File: src/rtl/mem_access_ctrl_pkg.sv
// mem_access_ctrl_pkg
// Shared definitions for the data-memory access sequencer and the main control FSM.
// The package holds:
//   - the load/store opcode constants (instruction bits [31:26]),
//   - the sequencer state encoding,
//   - helper functions for opcode classification, byte-enable generation,
//     store-lane replication and misalignment detection.
package mem_access_ctrl_pkg;

   localparam logic [5:0] OP_LB  = 6'b100000;
   localparam logic [5:0] OP_LH  = 6'b100001;
   localparam logic [5:0] OP_LW  = 6'b100011;
   localparam logic [5:0] OP_LBU = 6'b100100;
   localparam logic [5:0] OP_LHU = 6'b100101;
   localparam logic [5:0] OP_SB  = 6'b101000;
   localparam logic [5:0] OP_SH  = 6'b101001;
   localparam logic [5:0] OP_SW  = 6'b101011;

   typedef enum logic [1:0] {
      ST_IDLE   = 2'b00,
      ST_ACCESS = 2'b01,
      ST_DONE   = 2'b10
   } mac_state_t;

   function automatic logic is_mem_op(input logic [5:0] op);
      case (op)
         OP_LB, OP_LH, OP_LW, OP_LBU, OP_LHU,
         OP_SB, OP_SH, OP_SW: is_mem_op = 1'b1;
         default:             is_mem_op = 1'b0;
      endcase
   endfunction

   function automatic logic is_store(input logic [5:0] op);
      case (op)
         OP_SB, OP_SH, OP_SW: is_store = 1'b1;
         default:             is_store = 1'b0;
      endcase
   endfunction

   // Halfword lane follows addr[1] only and words ignore the low bits, so a
   // misaligned access (when not trapped) still hits the containing word.
   function automatic logic [3:0] byte_en(input logic [5:0] op, input logic [1:0] a);
      case (op)
         OP_LW, OP_SW:          byte_en = 4'b1111;
         OP_LH, OP_LHU, OP_SH:  byte_en = a[1] ? 4'b1100 : 4'b0011;
         OP_LB, OP_LBU, OP_SB:  byte_en = 4'b0001 << a;
         default:               byte_en = 4'b0000;
      endcase
   endfunction

   // Replicate store data so the selected lane carries it regardless of offset.
   function automatic logic [31:0] store_data(input logic [5:0] op, input logic [31:0] wd);
      case (op)
         OP_SB:   store_data = {4{wd[7:0]}};
         OP_SH:   store_data = {2{wd[15:0]}};
         default: store_data = wd;
      endcase
   endfunction

   function automatic logic misaligned(input logic [5:0] op, input logic [1:0] a);
      case (op)
         OP_LH, OP_LHU, OP_SH: misaligned = a[0];
         OP_LW, OP_SW:         misaligned = (a != 2'b00);
         default:              misaligned = 1'b0;
      endcase
   endfunction

endpackage

File: src/rtl/mem_access_ctrl_load_align.sv
// load_align
// Purely combinational load lane extraction and extension.
// Ports:
//   opcode  in  6   latched load opcode
//   addr_lo in  2   byte offset of the access
//   raw     in  32  word returned by the data memory
//   result  out 32  lane-extracted, sign/zero-extended load value
module load_align
   import mem_access_ctrl_pkg::*;
(
   input  logic [5:0]  opcode,
   input  logic [1:0]  addr_lo,
   input  logic [31:0] raw,
   output logic [31:0] result
);

   logic [7:0]  byte_s;
   logic [15:0] half_s;

   // Select the addressed byte and halfword lanes from the raw word.
   always_comb begin
      byte_s = 8'h00;
      case (addr_lo)
         2'b00:   byte_s = raw[7:0];
         2'b01:   byte_s = raw[15:8];
         2'b10:   byte_s = raw[23:16];
         2'b11:   byte_s = raw[31:24];
         default: byte_s = 8'h00;
      endcase
      if (addr_lo[1]) begin
         half_s = raw[31:16];
      end else begin
         half_s = raw[15:0];
      end
   end

   // Extend the selected lane according to the load flavour.
   always_comb begin
      result = raw;
      case (opcode)
         OP_LB:   result = {{24{byte_s[7]}}, byte_s};
         OP_LBU:  result = {24'h000000, byte_s};
         OP_LH:   result = {{16{half_s[15]}}, half_s};
         OP_LHU:  result = {16'h0000, half_s};
         OP_LW:   result = raw;
         default: result = raw;
      endcase
   end

endmodule

File: src/rtl/mem_access_ctrl.sv
// mem_access_ctrl
// Multi-cycle data-memory access sequencer. Latches one load/store request
// from the control FSM, drives the memory port under a req/ack handshake and
// returns the aligned, extended load result with a one-cycle done pulse.
// Optional feature macro: MEM_MISALIGN_TRAP_EN (misaligned accesses skip
// memory and report err together with done).
// Ports:
//   clk, rst            clock (rising) and async active-high reset
//   start, opcode, addr, wdata_in   request from the control FSM
//   busy, done, rdata_out, err      status/result towards the control FSM
//   mem_req, mem_we, mem_addr, mem_be, mem_wdata   memory request side
//   mem_rdata, mem_ack                             memory response side
// All outputs are registered.
module mem_access_ctrl
   import mem_access_ctrl_pkg::*;
#(
   parameter int ADDR_W = 32
) (
   input  logic              clk,
   input  logic              rst,
   input  logic              start,
   input  logic [5:0]        opcode,
   input  logic [ADDR_W-1:0] addr,
   input  logic [31:0]       wdata_in,
   output logic              busy,
   output logic              done,
   output logic [31:0]       rdata_out,
   output logic              err,
   output logic              mem_req,
   output logic              mem_we,
   output logic [ADDR_W-1:0] mem_addr,
   output logic [3:0]        mem_be,
   output logic [31:0]       mem_wdata,
   input  logic [31:0]       mem_rdata,
   input  logic              mem_ack
);

   mac_state_t  state_r;
   mac_state_t  state_nxt_s;
   logic [5:0]  op_r;
   logic [1:0]  addr_lo_r;
   logic        accept_s;
   logic        trap_s;
   logic        finish_s;
   logic        misalign_s;
   logic [31:0] load_val_s;

`ifdef MEM_MISALIGN_TRAP_EN
   assign misalign_s = misaligned(opcode, addr[1:0]);
`else
   assign misalign_s = 1'b0;
`endif

   load_align u_load_align (
      .opcode  (op_r),
      .addr_lo (addr_lo_r),
      .raw     (mem_rdata),
      .result  (load_val_s)
   );

   // Next-state logic; accept_s starts a memory access, trap_s short-cuts to DONE.
   always_comb begin
      state_nxt_s = state_r;
      accept_s    = 1'b0;
      trap_s      = 1'b0;
      finish_s    = 1'b0;
      case (state_r)
         ST_IDLE: begin
            if (start && is_mem_op(opcode)) begin
               if (misalign_s) begin
                  trap_s      = 1'b1;
                  state_nxt_s = ST_DONE;
               end else begin
                  accept_s    = 1'b1;
                  state_nxt_s = ST_ACCESS;
               end
            end else begin
               state_nxt_s = ST_IDLE;
            end
         end
         ST_ACCESS: begin
            if (mem_ack) begin
               finish_s    = 1'b1;
               state_nxt_s = ST_DONE;
            end else begin
               state_nxt_s = ST_ACCESS;
            end
         end
         ST_DONE: state_nxt_s = ST_IDLE;
         default: state_nxt_s = ST_IDLE;
      endcase
   end

   // State register.
   always_ff @(posedge clk or posedge rst) begin
      if (rst) begin
         state_r <= ST_IDLE;
      end else begin
         state_r <= state_nxt_s;
      end
   end

   // Registered status outputs derived from the upcoming state.
   always_ff @(posedge clk or posedge rst) begin
      if (rst) begin
         busy    <= 1'b0;
         done    <= 1'b0;
         err     <= 1'b0;
         mem_req <= 1'b0;
      end else begin
         busy    <= (state_nxt_s != ST_IDLE);
         done    <= (state_nxt_s == ST_DONE);
         err     <= trap_s;
         mem_req <= (state_nxt_s == ST_ACCESS);
      end
   end

   // Request latch: memory-side fields are captured once and held through ACCESS.
   always_ff @(posedge clk or posedge rst) begin
      if (rst) begin
         op_r      <= 6'b000000;
         addr_lo_r <= 2'b00;
         mem_we    <= 1'b0;
         mem_addr  <= {ADDR_W{1'b0}};
         mem_be    <= 4'b0000;
         mem_wdata <= 32'h00000000;
      end else if (accept_s) begin
         op_r      <= opcode;
         addr_lo_r <= addr[1:0];
         mem_we    <= is_store(opcode);
         mem_addr  <= {addr[ADDR_W-1:2], 2'b00};
         mem_be    <= byte_en(opcode, addr[1:0]);
         mem_wdata <= store_data(opcode, wdata_in);
      end else if (finish_s) begin
         mem_we    <= 1'b0;
      end
   end

   // Load result register, updated only when a load completes.
   always_ff @(posedge clk or posedge rst) begin
      if (rst) begin
         rdata_out <= 32'h00000000;
      end else if (finish_s && !is_store(op_r)) begin
         rdata_out <= load_val_s;
      end
   end

endmodule

File: config.mk
export PLATFORM = sky130hd
export DESIGN_NAME = mem_access_ctrl
export DESIGN_NICKNAME = d
export VERILOG_FILES = /design/src/rtl/mem_access_ctrl_pkg.sv /design/src/rtl/mem_access_ctrl_load_align.sv /design/src/rtl/mem_access_ctrl.sv
export SDC_FILE = /design/constraint.sdc
export NUM_CORES = 1
export LEC_CHECK = 0
export CAP_MARGIN = 20
export CORE_AREA = 3 3 129 106
export DETAILED_ROUTE_END_ITERATION = 8
export DIE_AREA = 0 0 132 109
export HOLD_SLACK_MARGIN = 0.02
export PLACE_DENSITY = 0.91
export RECOVER_POWER = 25
export REMOVE_ABC_BUFFERS = 1
export SYNTH_ARGS = -nofsm -noshare
export SYNTH_HDL_FRONTEND = slang
export SYNTH_HIERARCHICAL = 1
export SYNTH_SLANG_ARGS = --single-unit
File: constraint.sdc
create_clock -name clk -period 4.5 [get_ports clk]
set_input_delay 0.45 -clock clk [delete_from_list [all_inputs] [get_ports clk]]
set_output_delay 0.45 -clock clk [all_outputs]
set_load 0.02 [all_outputs]
### After elaboration in Yosys (flattened, before gate mapping)

Index checks and enable logic that the tools add are counted.

| storage, ports and cells | value |
|---|---|
| register bits | 112 |
| output and inout port bits | 105 |
| input port bits | 106 |
| logic and storage cells | 65 |

| cells by class | value |
|---|---|
| muxes and demuxes | 19 |
| reduce and logical (&&, ||, !) cells | 13 |
| equality and inequality tests | 21 |
| shift-type cells | 1 |

Operators by type and width:

| kind | number |
|---|---|
| 32-bit one-hot mux with 4 select lines | 1 |
| 6-bit equality test, second input constant | 15 |
| 32-bit one-hot mux with 2 select lines | 1 |
| 8-bit one-hot mux with 4 select lines | 1 |
| 16-bit two-way mux | 1 |
| 4-bit one-hot mux with 3 select lines | 1 |
| 3-bit OR reduction | 4 |
| 1-bit two-way mux | 11 |
| 8-bit OR reduction | 1 |
| 2-bit by 1-bit equality test with 1-bit output, second input constant | 3 |
| 2-bit equality test, second input constant | 3 |
| 2-bit logical NOT | 2 |
| 4-bit two-way mux | 1 |
| 2-bit one-hot mux with 2 select lines | 1 |
| 2-bit nonzero test | 2 |
| 1-bit by 2-bit left shift with 4-bit output, first input constant | 1 |
| 1-bit logical AND | 2 |
| 2-bit two-way mux | 1 |
| 2-bit OR reduction | 1 |
| 1-bit logical NOT | 1 |

### Depth between registers and ports, before layout

Gate-level depths: netlist (run 1).

| depth | value |
|---|---|
| depth in word-level cells | 8 |
| depth in mapped cells | 6 |
| mapped depth without buffers | 4 |

### Cells and area by module

The synthesis (run 1) kept the hierarchy.

By module, submodules not included:

| module | instances | area an instance (µm²) | cells each | seq. area each (µm²) |
|---|---|---|---|---|
| mem_access_ctrl | 1 | 4591.9 | 432 | 2802.7 |
| load_align | 1 | 1014.7 | 128 | 0.0 |

### Least setup slack after synthesis (run 1)

Ideal clock, no wire load.

| path | value |
|---|---|
| path kind | register to register |
| start | register op_r[3] |
| end | register rdata_out[0] |
| period minus slack after synthesis | 2.015 ns |
| data required time | 4.375 ns |
| path buffers | 0 |
| cell stages (with the launch flop) | 5 |
| arrival | 1.890 ns |
| library setup time | 0.125 ns |
| slack | 2.485 ns |
| cells stage by stage | dfrtp_1 nor4b_4 mux2_2 a221o_1 mux2_2 |

| on the way | value |
|---|---|
| elaborated cells between the ends (all ways) | 12 |
| those cells by class | 7 x eq/ne; 2 x mux; 3 x reduce/logical |

RTL lines:

| element | RTL line | text |
|---|---|---|
| start, declared | mem_access_ctrl.sv:40 | `logic [5:0] op_r;` |
| start signal, assigned | mem_access_ctrl.sv:128 | `op_r <= opcode;` |
| 6-bit equality test | mem_access_ctrl_load_align.sv:40 | `case (opcode)` |
| 32-bit one-hot mux with 4 select lines (*) | mem_access_ctrl_load_align.sv:40 |  |
| via load_val_s[0] | mem_access_ctrl.sv:46 | `logic [31:0] load_val_s;` |
| end signal, assigned | mem_access_ctrl.sv:144 | `rdata_out <= load_val_s;` |
| end, declared | mem_access_ctrl.sv:27 | `output logic [31:0] rdata_out,` |

Mark *: on every way through the listed nets, which the timed path passes. The rest lies on a longest branch.
A chain may end at the register's enable or synchronous reset.

### Final worst setup path (run 1)

| path | value |
|---|---|
| start | register addr_lo_r[1] |
| end | register rdata_out[14] |

| on the way | value |
|---|---|
| word-level cells in the longest chain between the ends | 3 |
| elaborated cells between the ends (all ways) | 7 |
| those cells by class | 3 x eq/ne; 3 x mux; 1 x reduce/logical |

RTL lines:

| element | RTL line | text |
|---|---|---|
| start, declared | mem_access_ctrl.sv:41 | `logic [1:0] addr_lo_r;` |
| start signal, assigned | mem_access_ctrl.sv:129 | `addr_lo_r <= addr[1:0];` |
| 2-bit equality test (tied with other cells) | mem_access_ctrl_load_align.sv:23 | `case (addr_lo)` |
| 8-bit one-hot mux with 4 select lines | mem_access_ctrl_load_align.sv:23 |  |
| 32-bit one-hot mux with 4 select lines (*) | mem_access_ctrl_load_align.sv:40 |  |
| via load_val_s[14] | mem_access_ctrl.sv:46 |  |

Marked as above.

==> results of run 1 <==
## sequential cells by signal, indices dropped and copies added (netlist names)
name	count
addr_lo_r	2
busy	1
done	1
mem_addr	30
mem_be	4
mem_req	1
mem_wdata	32
mem_we	1
op_r	6
rdata_out	32
state_r	2
## worst max-delay path, delay by kind of cell, from the launching register on
kind | cells | cell delay, ns
compound gates | 1 | 0.45
mux | 2 | 0.95
simple gates | 1 | 0.14
flops | 1 | 1.04
## layer usage
layer	GRT usage [%]	up-vias	routed length (um)
met3	11.3	34	2160
met1	28.1	2407	6490
met4	8.92	0	417
li1	-	2283	-
met5	0	-	0
met2	39.2	270	8040
## metrics by stage
stage               std cells  instance area (sq um)  total power [uW]  utilization, %  worst slack (ns)
floorplan                 523                   5390              2500               -              1.09
global placement          906                   7720              3390            62.8              1.72
detailed placement        906                   7720              3460            62.8              1.59
CTS                       922                   8000              4250            65.1              1.78
global route              923                   8010              4450            65.1              1.64
finish                    923                   8010              4230            65.1              1.81
## cells by family (layout without fill, tap and decap cells)
logic type             count (synthesis)  in the layout
flip-flops                           112            112
other                                  1              3
AND/OR/NAND/NOR                      268            268
AO/OA/AOI/OAI                         77             77
buffers and inverters                 47            237
multiplexers                          55             55
## final cells by class
cell class | count | area, sq um
fillers | 939 | 4290
flip-flops and latches | 112 | 2800
multi-input cells | 403 | 2560
repair buffers | 213 | 2120
clock buffers | 13 | 260
well taps | 171 | 214
inverters | 8 | 31.3
clock inverters | 3 | 25.0
## final timing paths
| kind | endpoint | startpoint | slack (ns) | cells after the start |
|---|---|---|---|---|
| min in group asynchronous | mem_wdata[20] | rst | 0.92 | 2 |
| worst min register to register | mem_addr[12] | mem_addr[12] | 0.48 | 2 |
| worst max register to register | rdata_out[14] | addr_lo_r[1] | 1.81 | 4 |
| worst min-delay path | mem_addr[12] | mem_addr[12] | 0.48 | 2 |
| worst max-delay path | rdata_out[14] | addr_lo_r[1] | 1.81 | 4 |
| max in group asynchronous | rdata_out[7] | rst | 2.41 | 3 |
## cell usage in the layout, fill, tap and decap left out, drive strengths merged, types with 2 or more instances in the layout
| master | netlist | routed |
|---|---|---|
| clkdlybuf4s50 | 0 | 205 |
| nand3 | 4 | 4 |
| nor3b | 2 | 2 |
| a211oi | 11 | 11 |
| dlygate4sd3 | 0 | 2 |
| nor2b | 14 | 14 |
| nand2b | 5 | 5 |
| nor2 | 37 | 37 |
| mux2i | 8 | 8 |
| o2111ai | 2 | 2 |
| nor4b | 2 | 2 |
| buf | 26 | 6 |
| o21a | 2 | 2 |
| o211ai | 19 | 19 |
| clkbuf | 13 | 13 |
| mux2 | 40 | 40 |
| nor3 | 7 | 7 |
| a221o | 7 | 7 |
| nor4 | 7 | 7 |
| o21ai | 13 | 13 |
| and3 | 7 | 7 |
| mux4 | 7 | 7 |
| conb | 1 | 3 |
| o31ai | 16 | 16 |
| a21oi | 2 | 2 |
| clkinvlp | 0 | 2 |
| dfrtp | 112 | 112 |
| and2 | 3 | 3 |
| nand2 | 176 | 176 |
| inv | 8 | 8 |
## power groups by stage
stage / registers (uW) / logic [uW] / clock network [uW]
after floorplan: 1890 / 610 / 0
after global placement: 1550 / 1840 / 0
after detailed placement: 1570 / 1890 / 0
after CTS: 1560 / 1900 / 791
after global routing: 1600 / 2020 / 835
final: 1560 / 1900 / 774
==> flow_metrics.env, run 1 <==
export IMPL_die_w_um=132
export IMPL_p_clk_share_pct=18.3
export IMPL_end_kind="flip-flop"
export IMPL_wl_per_cell_um=18.5
export IMPL_synth_most_common_cell="nand2_1"
export IMPL_seqPwrFrac_pct=36.9
export IMPL_leakage_uw=0.00357
export IMPL_ys_flop_type="dfrtp_1"
export IMPL_slowest_delay_ns=1.04
export IMPL_hold_viol=0
export IMPL_synthTopCellsByArea="dfrtp_1 50%, nand2_1 12%, mux2_2 7.8%, mux4_2 2.8%, nor2_1 2.4%"
export IMPL_required_ns=4.74
export IMPL_p_comb_share_pct=44.9
export IMPL_antenna_found_initial=0
export IMPL_path_cells="mux4_2 -> a211oi_4 -> nor4_1 -> mux2_2"
export IMPL_crit_path_max_fanout=27
export IMPL_peakVddDrop_mv=0.302
export IMPL_syn_area_per_cell_sq_um=10.0
export IMPL_antennaDiodeCount=0
export IMPL_ys_ff_latch=112
export IMPL_hold_path_class="flip-flop to flip-flop"
export IMPL_first_pass_iters=5
export IMPL_cts_tree="built"
export IMPL_yosys_warnings=6
export IMPL_drc=0
export IMPL_rsz0062_at_grt="false"
export IMPL_p_int_uw=2670
export IMPL_grtUsageTotal_pct=24.1
export IMPL_maxCapViolCount=1
export IMPL_viasPerCell=5.41
export IMPL_clk_pin_slew_worst_paths_ns=0.08
export IMPL_synth_cell_type_count=49
export IMPL_yosysSeqAreaShare_pct=50.0
export IMPL_synth_edf_count=0
export IMPL_worst_setup_path_type="flip-flop to flip-flop"
export IMPL_area_growth_pct=42.9
export IMPL_syn_area_sq_mm=0.00561
export IMPL_drv_slew=37
export IMPL_finalCritPeriodShare_pct=59.8
export IMPL_initial_utilization_pct=45.6
export IMPL_die_area_sq_mm=0.0144
export IMPL_switching_share_pct=37.0
export IMPL_synth_compound_area_share_pct=12.1
export IMPL_synthAdderAreaFrac_pct=0
export IMPL_min_period_ns=2.69
export IMPL_drt_iter0_markers=346
export IMPL_cts_buffers=9
export IMPL_worst_ep_arrival_time_ns=2.93
export IMPL_grt_max_degree=78
export IMPL_cts_hold_buffers=0
export IMPL_ant_nets=0
export IMPL_fin_skew_ns=0.00865
export IMPL_tightest_slew_ns=1.56
export IMPL_synth_top_cell_area_share_pct=50.0
export IMPL_die_h_um=109
export IMPL_synthSimpleGateAreaFrac_pct=21.0
export IMPL_powerDensity_mw_per_mm2=528
export IMPL_switchingPower_uw=1560
export IMPL_post_cts_setup_buffers=0
export IMPL_io_buffers=207
export IMPL_hold_worst_slack_ns=0.481
export IMPL_critical_path_slowest_cell="dfrtp_1"
export IMPL_syn_inst=560
export IMPL_outcome="complete, but fails checks"
export IMPL_synth_top_family_by_area="simple AND/OR/NAND/NOR gates"
export IMPL_wirelength_mm=17.1
export IMPL_violations="capacitance limit, slew limit"
export IMPL_via_count=4994
export IMPL_drive_above_1_share_pct=11.7
export IMPL_ctsResizeCount=0
export IMPL_gp_congestion=0.953
export IMPL_grt_pass1_vias=5224
export IMPL_setup_violations_final=0
export IMPL_clkLatencyLatePin_ns=0.35
export IMPL_core_area_sq_mm=0.0123
export IMPL_synthArstFlopShare_pct=100
export IMPL_muxShareOfSynthArea_pct=12.3
export IMPL_slew_headroom_pct=-4.33
export IMPL_clkSinkCount=112
export IMPL_ioPinCount=211
export IMPL_synth_common_cells="175 x nand2_1, 112 x dfrtp_1, 39 x mux2_2"
export IMPL_cts_htree_levels=3
export IMPL_synth_largest_area_cell="dfrtp_1"
export IMPL_hpwl_mm=12.5
export IMPL_placementRows=36
export IMPL_start_kind="flip-flop"
export IMPL_max_freq_mhz=371
export IMPL_grt_pass1_wl_mm=27.5
export IMPL_synth_xor_area_share_pct=0
export IMPL_finalSetupTns_ns=0
export IMPL_clock_path_buffers=2
export IMPL_overflow=0
export IMPL_clock_root_buffer="clkbuf_16"
export IMPL_nets=853
Note: power is estimated with default switching activity, not from simulation.
==> inputs of run 2 (changes only) <==
==> constraint.sdc (replaced) <==
create_clock -name clk -period 2.55 [get_ports clk]
set_input_delay 0.255 -clock clk [delete_from_list [all_inputs] [get_ports clk]]
set_output_delay 0.255 -clock clk [all_outputs]
set_load 0.02 [all_outputs]
==> run 2 against run 1 <==
Compared with the run above: the run now ends clean; setup slack lost 1.4 ns; utilization is 1.0 points higher; sequential power rose by 74%; count of clock-buffer cells in the layout is 3 lower; critical path depth stayed put; total power increased by 80%; critical path type unchanged.
==> flow_metrics.env, run 2 (synthesis results as in run 1) <==
export IMPL_p_clk_share_pct=19.3
export IMPL_rsz0062_at_grt="false"
export IMPL_crit_family="multiplexers"
export IMPL_drt_iter0_markers=304
export IMPL_io_buffers=207
export IMPL_hold_worst_slack_ns=0.421
export IMPL_multi_input_area_sq_mm=0.00256
export IMPL_required_ns=2.78
export IMPL_area_growth_pct=45.2
export IMPL_die_w_um=132
export IMPL_critical_path_slowest_cell="mux4_2"
export IMPL_leakage_uw=0.00364
export IMPL_grt_pass1_vias=5366
export IMPL_tightest_slew_ns=1.40
export IMPL_worst_setup_path_startpoint="addr_lo_r[1]"
export IMPL_seqCellArea_sq_mm=0.00280
export IMPL_grtUsageTotal_pct=24.5
export IMPL_outcome="complete, no violations"
export IMPL_cts_hold_buffers=0
export IMPL_wirelength_mm=17.4
export IMPL_ctsResizeCount=0
export IMPL_die_h_um=109
export IMPL_hpwl_mm=12.9
export IMPL_grt_max_degree=85
export IMPL_post_cts_setup_buffers=0
export IMPL_setup_violations_final=0
export IMPL_path_cells="mux4_2 -> a211oi_4 -> nor4_1 -> mux2_2"
export IMPL_via_count=5041
export IMPL_clkSinkCount=112
export IMPL_timing_rr_start="addr_lo_r[1]"
export IMPL_finalWorstSetupSlack_ns=0.441
export IMPL_clock_root_buffer="clkbuf_16"
export IMPL_peakVddDrop_mv=0.549
export IMPL_cts_buffers=9
export IMPL_antennaDiodeCount=0
export IMPL_hold_viol=0
export IMPL_p_comb_share_pct=45.1
export IMPL_ant_nets=0
export IMPL_seqPwrFrac_pct=35.6
export IMPL_placementRows=36
export IMPL_nets=863
export IMPL_grt_pass1_wl_mm=27.9
export IMPL_clock_path_buffers=2
export IMPL_switching_share_pct=36.8
export IMPL_use_met2_pct=40.4
export IMPL_overflow=0
export IMPL_drc=0
export IMPL_worst_ep_arrival_time_ns=2.34
export IMPL_dp_cells=917
export IMPL_antenna_found_initial=0
export IMPL_max_freq_mhz=474
export IMPL_end_kind="flip-flop"
export IMPL_die_area_sq_mm=0.0144
export IMPL_maxCapViolCount=0
export IMPL_holdCritStartpoint="addr[14]"
export IMPL_fillers=926
export IMPL_pre_cts_slack_ns=0.293
export IMPL_fin_cells=933
export IMPL_cts_htree_levels=3
export IMPL_top_regs="mem_wdata: 32 flops, rdata_out: 32 flops, mem_addr: 30 flops"
export IMPL_fin_skew_ns=0.0117
export IMPL_drv_slew=0
export IMPL_crit_path_max_fanout=8
export IMPL_viasPerCell=5.40
export IMPL_wl_per_cell_um=18.7
export IMPL_most_common_layout_cells="206 x clkdlybuf4s50_1, 175 x nand2_1, 112 x dfrtp_1"
export IMPL_core_area_sq_mm=0.0123
export IMPL_gr_usage_met3_pct=10.6
export IMPL_met1_usage_pct=29.1
export IMPL_finalCritPeriodShare_pct=82.7
export IMPL_p_int_uw=4810
export IMPL_drive_above_1_share_pct=13.1
export IMPL_ioPinCount=211
export IMPL_powerDensity_mw_per_mm2=936
export IMPL_slowest_delay_ns=0.60
export IMPL_crit_buf_inv=0
export IMPL_min_period_ns=2.11
export IMPL_clk_pin_slew_worst_paths_ns=0.08
export IMPL_layout_commonest_cell="clkdlybuf4s50_1"
export IMPL_slew_headroom_pct=6.11
export IMPL_first_pass_iters=4
export IMPL_hold_path_class="input pin to flip-flop"
export IMPL_cts_tree="built"
export IMPL_worst_setup_path_type="flip-flop to flip-flop"
export IMPL_switchingPower_uw=2800
export IMPL_power_total_uw=7610
export IMPL_clkLatencyLatePin_ns=0.36
export IMPL_gp_congestion=0.914
export IMPL_busiest_layer="met2"
export IMPL_start_kind="flip-flop"
export IMPL_initial_utilization_pct=45.6
-- run 2: worst min-delay path: stages --
cell             delay (ns)
clkdlybuf4s50_1        0.39
nand2_1                0.05
nand2_1                0.04
-- run 2: through the flow --
step                utilization, %  TNS, ns  area, sq um
finish                        66.2        0         8140
global route                  66.2        0         8140
CTS                           66.3        0         8160
detailed placement            63.8        0         7850
global placement              63.8        0         7850
floorplan                        -   -75.54         5390
-- run 2: metal layers --
metal  wire, um  part of all wire, %  vias to the layer above
met3       1990                   11                       33
met2       8160                   47                      262
met5          0                    0                        -
li1           -                    -                     2300
met1       6900                   40                     2446
met4        361                  2.1                        0
-- run 2: final timing paths --
path | end | slack [ns] | cells past startpoint
worst max-delay path | rdata_out[8] | 0.44 | 4
worst min-delay path | mem_addr[14] | 0.42 | 3
max in group asynchronous | rdata_out[11] | 0.54 | 3
worst max register to register | rdata_out[8] | 0.44 | 4
min in group asynchronous | mem_wdata[11] | 0.69 | 2
worst min register to register | mem_addr[17] | 0.48 | 2
-- run 2: power groups by stage --
stage               combinational (uW)  sequential, uW  clock [uW]
global placement                  3350            2710           0
CTS                               3450            2720        1500
floorplan                         1080            3340           0
finish                            3430            2710        1470
global route                      3660            2790        1570
detailed placement                3440            2740           0
-- run 2: layout make-up --
cell class                 count  area share (%)
sequential                   112            34.4
multi-input combinational    403            31.4
timing repair buffer         223            27.3
clock buffer                  10            2.94
tap                          171            2.63
clock inverter                 6           0.830
inverter                       8           0.384
==> inputs of run 3 (changes only) <==
--- a/config.mk
+++ b/config.mk
@@ -6,11 +6,11 @@
 export NUM_CORES = 1
 export LEC_CHECK = 0
 export CAP_MARGIN = 20
-export CORE_AREA = 3 3 129 106
+export CORE_AREA = 3 3 137 112
 export DETAILED_ROUTE_END_ITERATION = 8
-export DIE_AREA = 0 0 132 109
+export DIE_AREA = 0 0 140 115
 export HOLD_SLACK_MARGIN = 0.02
-export PLACE_DENSITY = 0.91
+export PLACE_DENSITY = 0.86
 export RECOVER_POWER = 25
 export REMOVE_ABC_BUFFERS = 1
 export SYNTH_ARGS = -nofsm -noshare
==> constraint.sdc (replaced) <==
create_clock -name clk -period 1.8 [get_ports clk]
set_input_delay 0.18 -clock clk [delete_from_list [all_inputs] [get_ports clk]]
set_output_delay 0.18 -clock clk [all_outputs]
set_load 0.02 [all_outputs]
==> run 3 against run 2 <==
Compared with the run above: the flow now finishes with violations (setup timing); sequential power is 41% higher; worst hold slack worse by 0.092 ns; sequential share of layout area is 3.0 points lower; critical path depth is 2 higher; register-to-register slack worse by 0.64 ns; global-route usage is 2.3 points lower; clock skew is 0.0011 ns lower; fmax is 5.8% higher; via count is 2.5% higher; clock power is 52% higher; die area is 12% higher; critical endpoint unchanged; largest cell class is now multi-input gates; highest routed layer unchanged.
==> flow_metrics.env, run 3 (synthesis results as in run 1) <==
export IMPL_outcome="complete, but fails checks"
export IMPL_violations="setup timing"
export IMPL_max_freq_mhz=502
export IMPL_clkLatencyLatePin_ns=0.37
export IMPL_maxCapViolCount=0
export IMPL_most_common_layout_cells="206 x clkdlybuf4s50_1, 166 x nand2_1, 111 x dfrtp_1"
export IMPL_holdPathStages=3
export IMPL_tightest_slew_ns=1.13
export IMPL_powerDensity_mw_per_mm2=1310
export IMPL_hold_worst_slack_ns=0.329
export IMPL_antenna_found_initial=0
export IMPL_hold_path_class="input pin to flip-flop"
export IMPL_hpwl_mm=13.0
export IMPL_seqCellArea_sq_mm=0.00280
export IMPL_rsz0062_at_grt="true"
export IMPL_peakVddDrop_mv=0.891
export IMPL_wirelength_mm=18.3
export IMPL_slew_headroom_pct=24.4
export IMPL_leakage_uw=0.00405
export IMPL_area_growth_pct=58.9
export IMPL_start_kind="flip-flop"
export IMPL_crit_path_max_fanout=7
export IMPL_nets=906
export IMPL_via_count=5165
export IMPL_grt_pass1_wl_mm=28.1
export IMPL_drc=0
export IMPL_fin_util_pct=63.0
export IMPL_io_buffers=207
export IMPL_r2r_end="rdata_out[8]"
export IMPL_final_area_sq_mm=0.00891
export IMPL_multi_input_area_sq_mm=0.00281
export IMPL_overflow=0
export IMPL_timing_rr_start="op_r[1]"
export IMPL_die_h_um=115
export IMPL_top_regs="mem_wdata: 32 flops, rdata_out: 32 flops, mem_addr: 30 flops"
export IMPL_antennaDiodeCount=0
export IMPL_min_period_ns=1.99
export IMPL_drive_above_1_share_pct=21.1
export IMPL_wl_per_cell_um=18.5
export IMPL_setup_violations_final=31
export IMPL_finalWorstSetupSlack_ns=-0.194
export IMPL_hold_path_end="mem_addr[3]"
export IMPL_reg2reg_slack_ns=-0.19
export IMPL_cts_hold_buffers=0
export IMPL_viasPerCell=5.22
export IMPL_fillers=1108
export IMPL_worst_setup_path_type="flip-flop to flip-flop"
export IMPL_clk_pin_slew_worst_paths_ns=0.09
export IMPL_cts_htree_levels=3
export IMPL_cts_buffers=9
export IMPL_clkSinkCount=112
export IMPL_first_pass_iters=5
export IMPL_end_kind="flip-flop"
export IMPL_core_area_sq_mm=0.0142
export IMPL_placement_cell_area_sq_mm=0.00824
export IMPL_initial_utilization_pct=39.6
export IMPL_die_area_sq_mm=0.0161
export IMPL_finalCritPeriodShare_pct=111
export IMPL_die_w_um=140
export IMPL_grt_max_degree=69
export IMPL_reg2regPathDepth=6
export IMPL_grt_pass1_vias=5235
export IMPL_drv_slew=0
export IMPL_ant_nets=0
export IMPL_clock_path_buffers=2
export IMPL_drt_iter0_markers=389
export IMPL_cts_tree="built"
export IMPL_ioPinCount=211
export IMPL_fin_skew_ns=0.0106
export IMPL_grtUsageTotal_pct=22.2
export IMPL_clock_root_buffer="clkbuf_16"
export IMPL_hold_viol=0
export IMPL_holdCritStartpoint="addr[3]"
export IMPL_gp_congestion=0.883
export IMPL_layout_commonest_cell="clkdlybuf4s50_1"
export IMPL_worst_ep_arrival_time_ns=2.24
export IMPL_placementRows=39
export IMPL_required_ns=2.04
==> run 3: cell types whose count changed in the layout (fill, tap and decap cells not counted), sizes merged <==
| cell | delta |
|---|---|
| buf | +42 |
| clkinv | -3 |
| inv | +6 |
| clkinvlp | -2 |
==> run 3: metal layers <==
| metal | track usage, % | vias to the layer above | wire length [um] |
|---|---|---|---|
| met5 | 0 | - | 0 |
| li1 | - | 2393 | - |
| met4 | 6.46 | 0 | 466 |
| met2 | 35.7 | 256 | 8700 |
| met1 | 26.9 | 2483 | 7040 |
| met3 | 10.5 | 33 | 2090 |
==> run 3: worst max-delay path, stage by stage (launching register included) <==
cell and delay (ns):
dfrtp_1 0.42, buf_6 0.13, or4b_4 0.57, buf_12 0.19, nor3_4 0.22, nor4_2 0.09
mux2_4 0.27
==> run 3: worst max-delay path by stage <==
stage,startpoint,to,slack (ns),depth (start not counted)
3_3_place_gp,mem_rdata[31],rdata_out[14],-0.25,6
6_report,op_r[1],rdata_out[8],-0.19,6
3_5_place_dp,mem_rdata[31],rdata_out[14],-0.29,6
4_1_cts,op_r[1],rdata_out[7],-0.12,6
5_1_grt,op_r[1],rdata_out[8],-0.24,6
2_1_floorplan,rst,addr_lo_r[0],-1.34,1
==> run 3: final cells by class <==
type	instances	share of cell area, %
clock inverter	7	1.12
inverter	8	0.337
timing repair buffer	266	30.5
sequential	112	31.5
tap	184	2.58
multi-input combinational	403	31.5
clock buffer	9	2.53
==> run 3: repair_timing <==
| item | in CTS | in global routing |
|---|---|---|
| gates cloned | 0 | 2 |
| resized for setup | 24 | 44 |
| pin swaps | 2 | 1 |
| setup endpoints to repair | 31 | 31 |
| buffers inserted | 2 | 2 |
==> run 3: power breakdown <==
group	total, uW	internal (uW)	switching (uW)
registers	3830	3300	530
logic	5570	2880	2690
clock network	2240	1150	1090
total	11600	7330	4310
==> run 3: through the flow <==
| stage | setup slack [ns] | instances | total power, uW | TNS [ns] |
|---|---|---|---|---|
| 4_1_cts | -0.122 | 985 | 11300 | -1.86 |
| 3_5_place_dp | -0.288 | 967 | 8920 | -7.81 |
| 2_1_floorplan | -1.34 | 523 | 6260 | -180.16 |
| 5_1_grt | -0.236 | 989 | 12300 | -4.54 |
| 6_report | -0.194 | 989 | 11600 | -2.92 |
| 3_3_place_gp | -0.252 | 967 | 8790 | -6.36 |
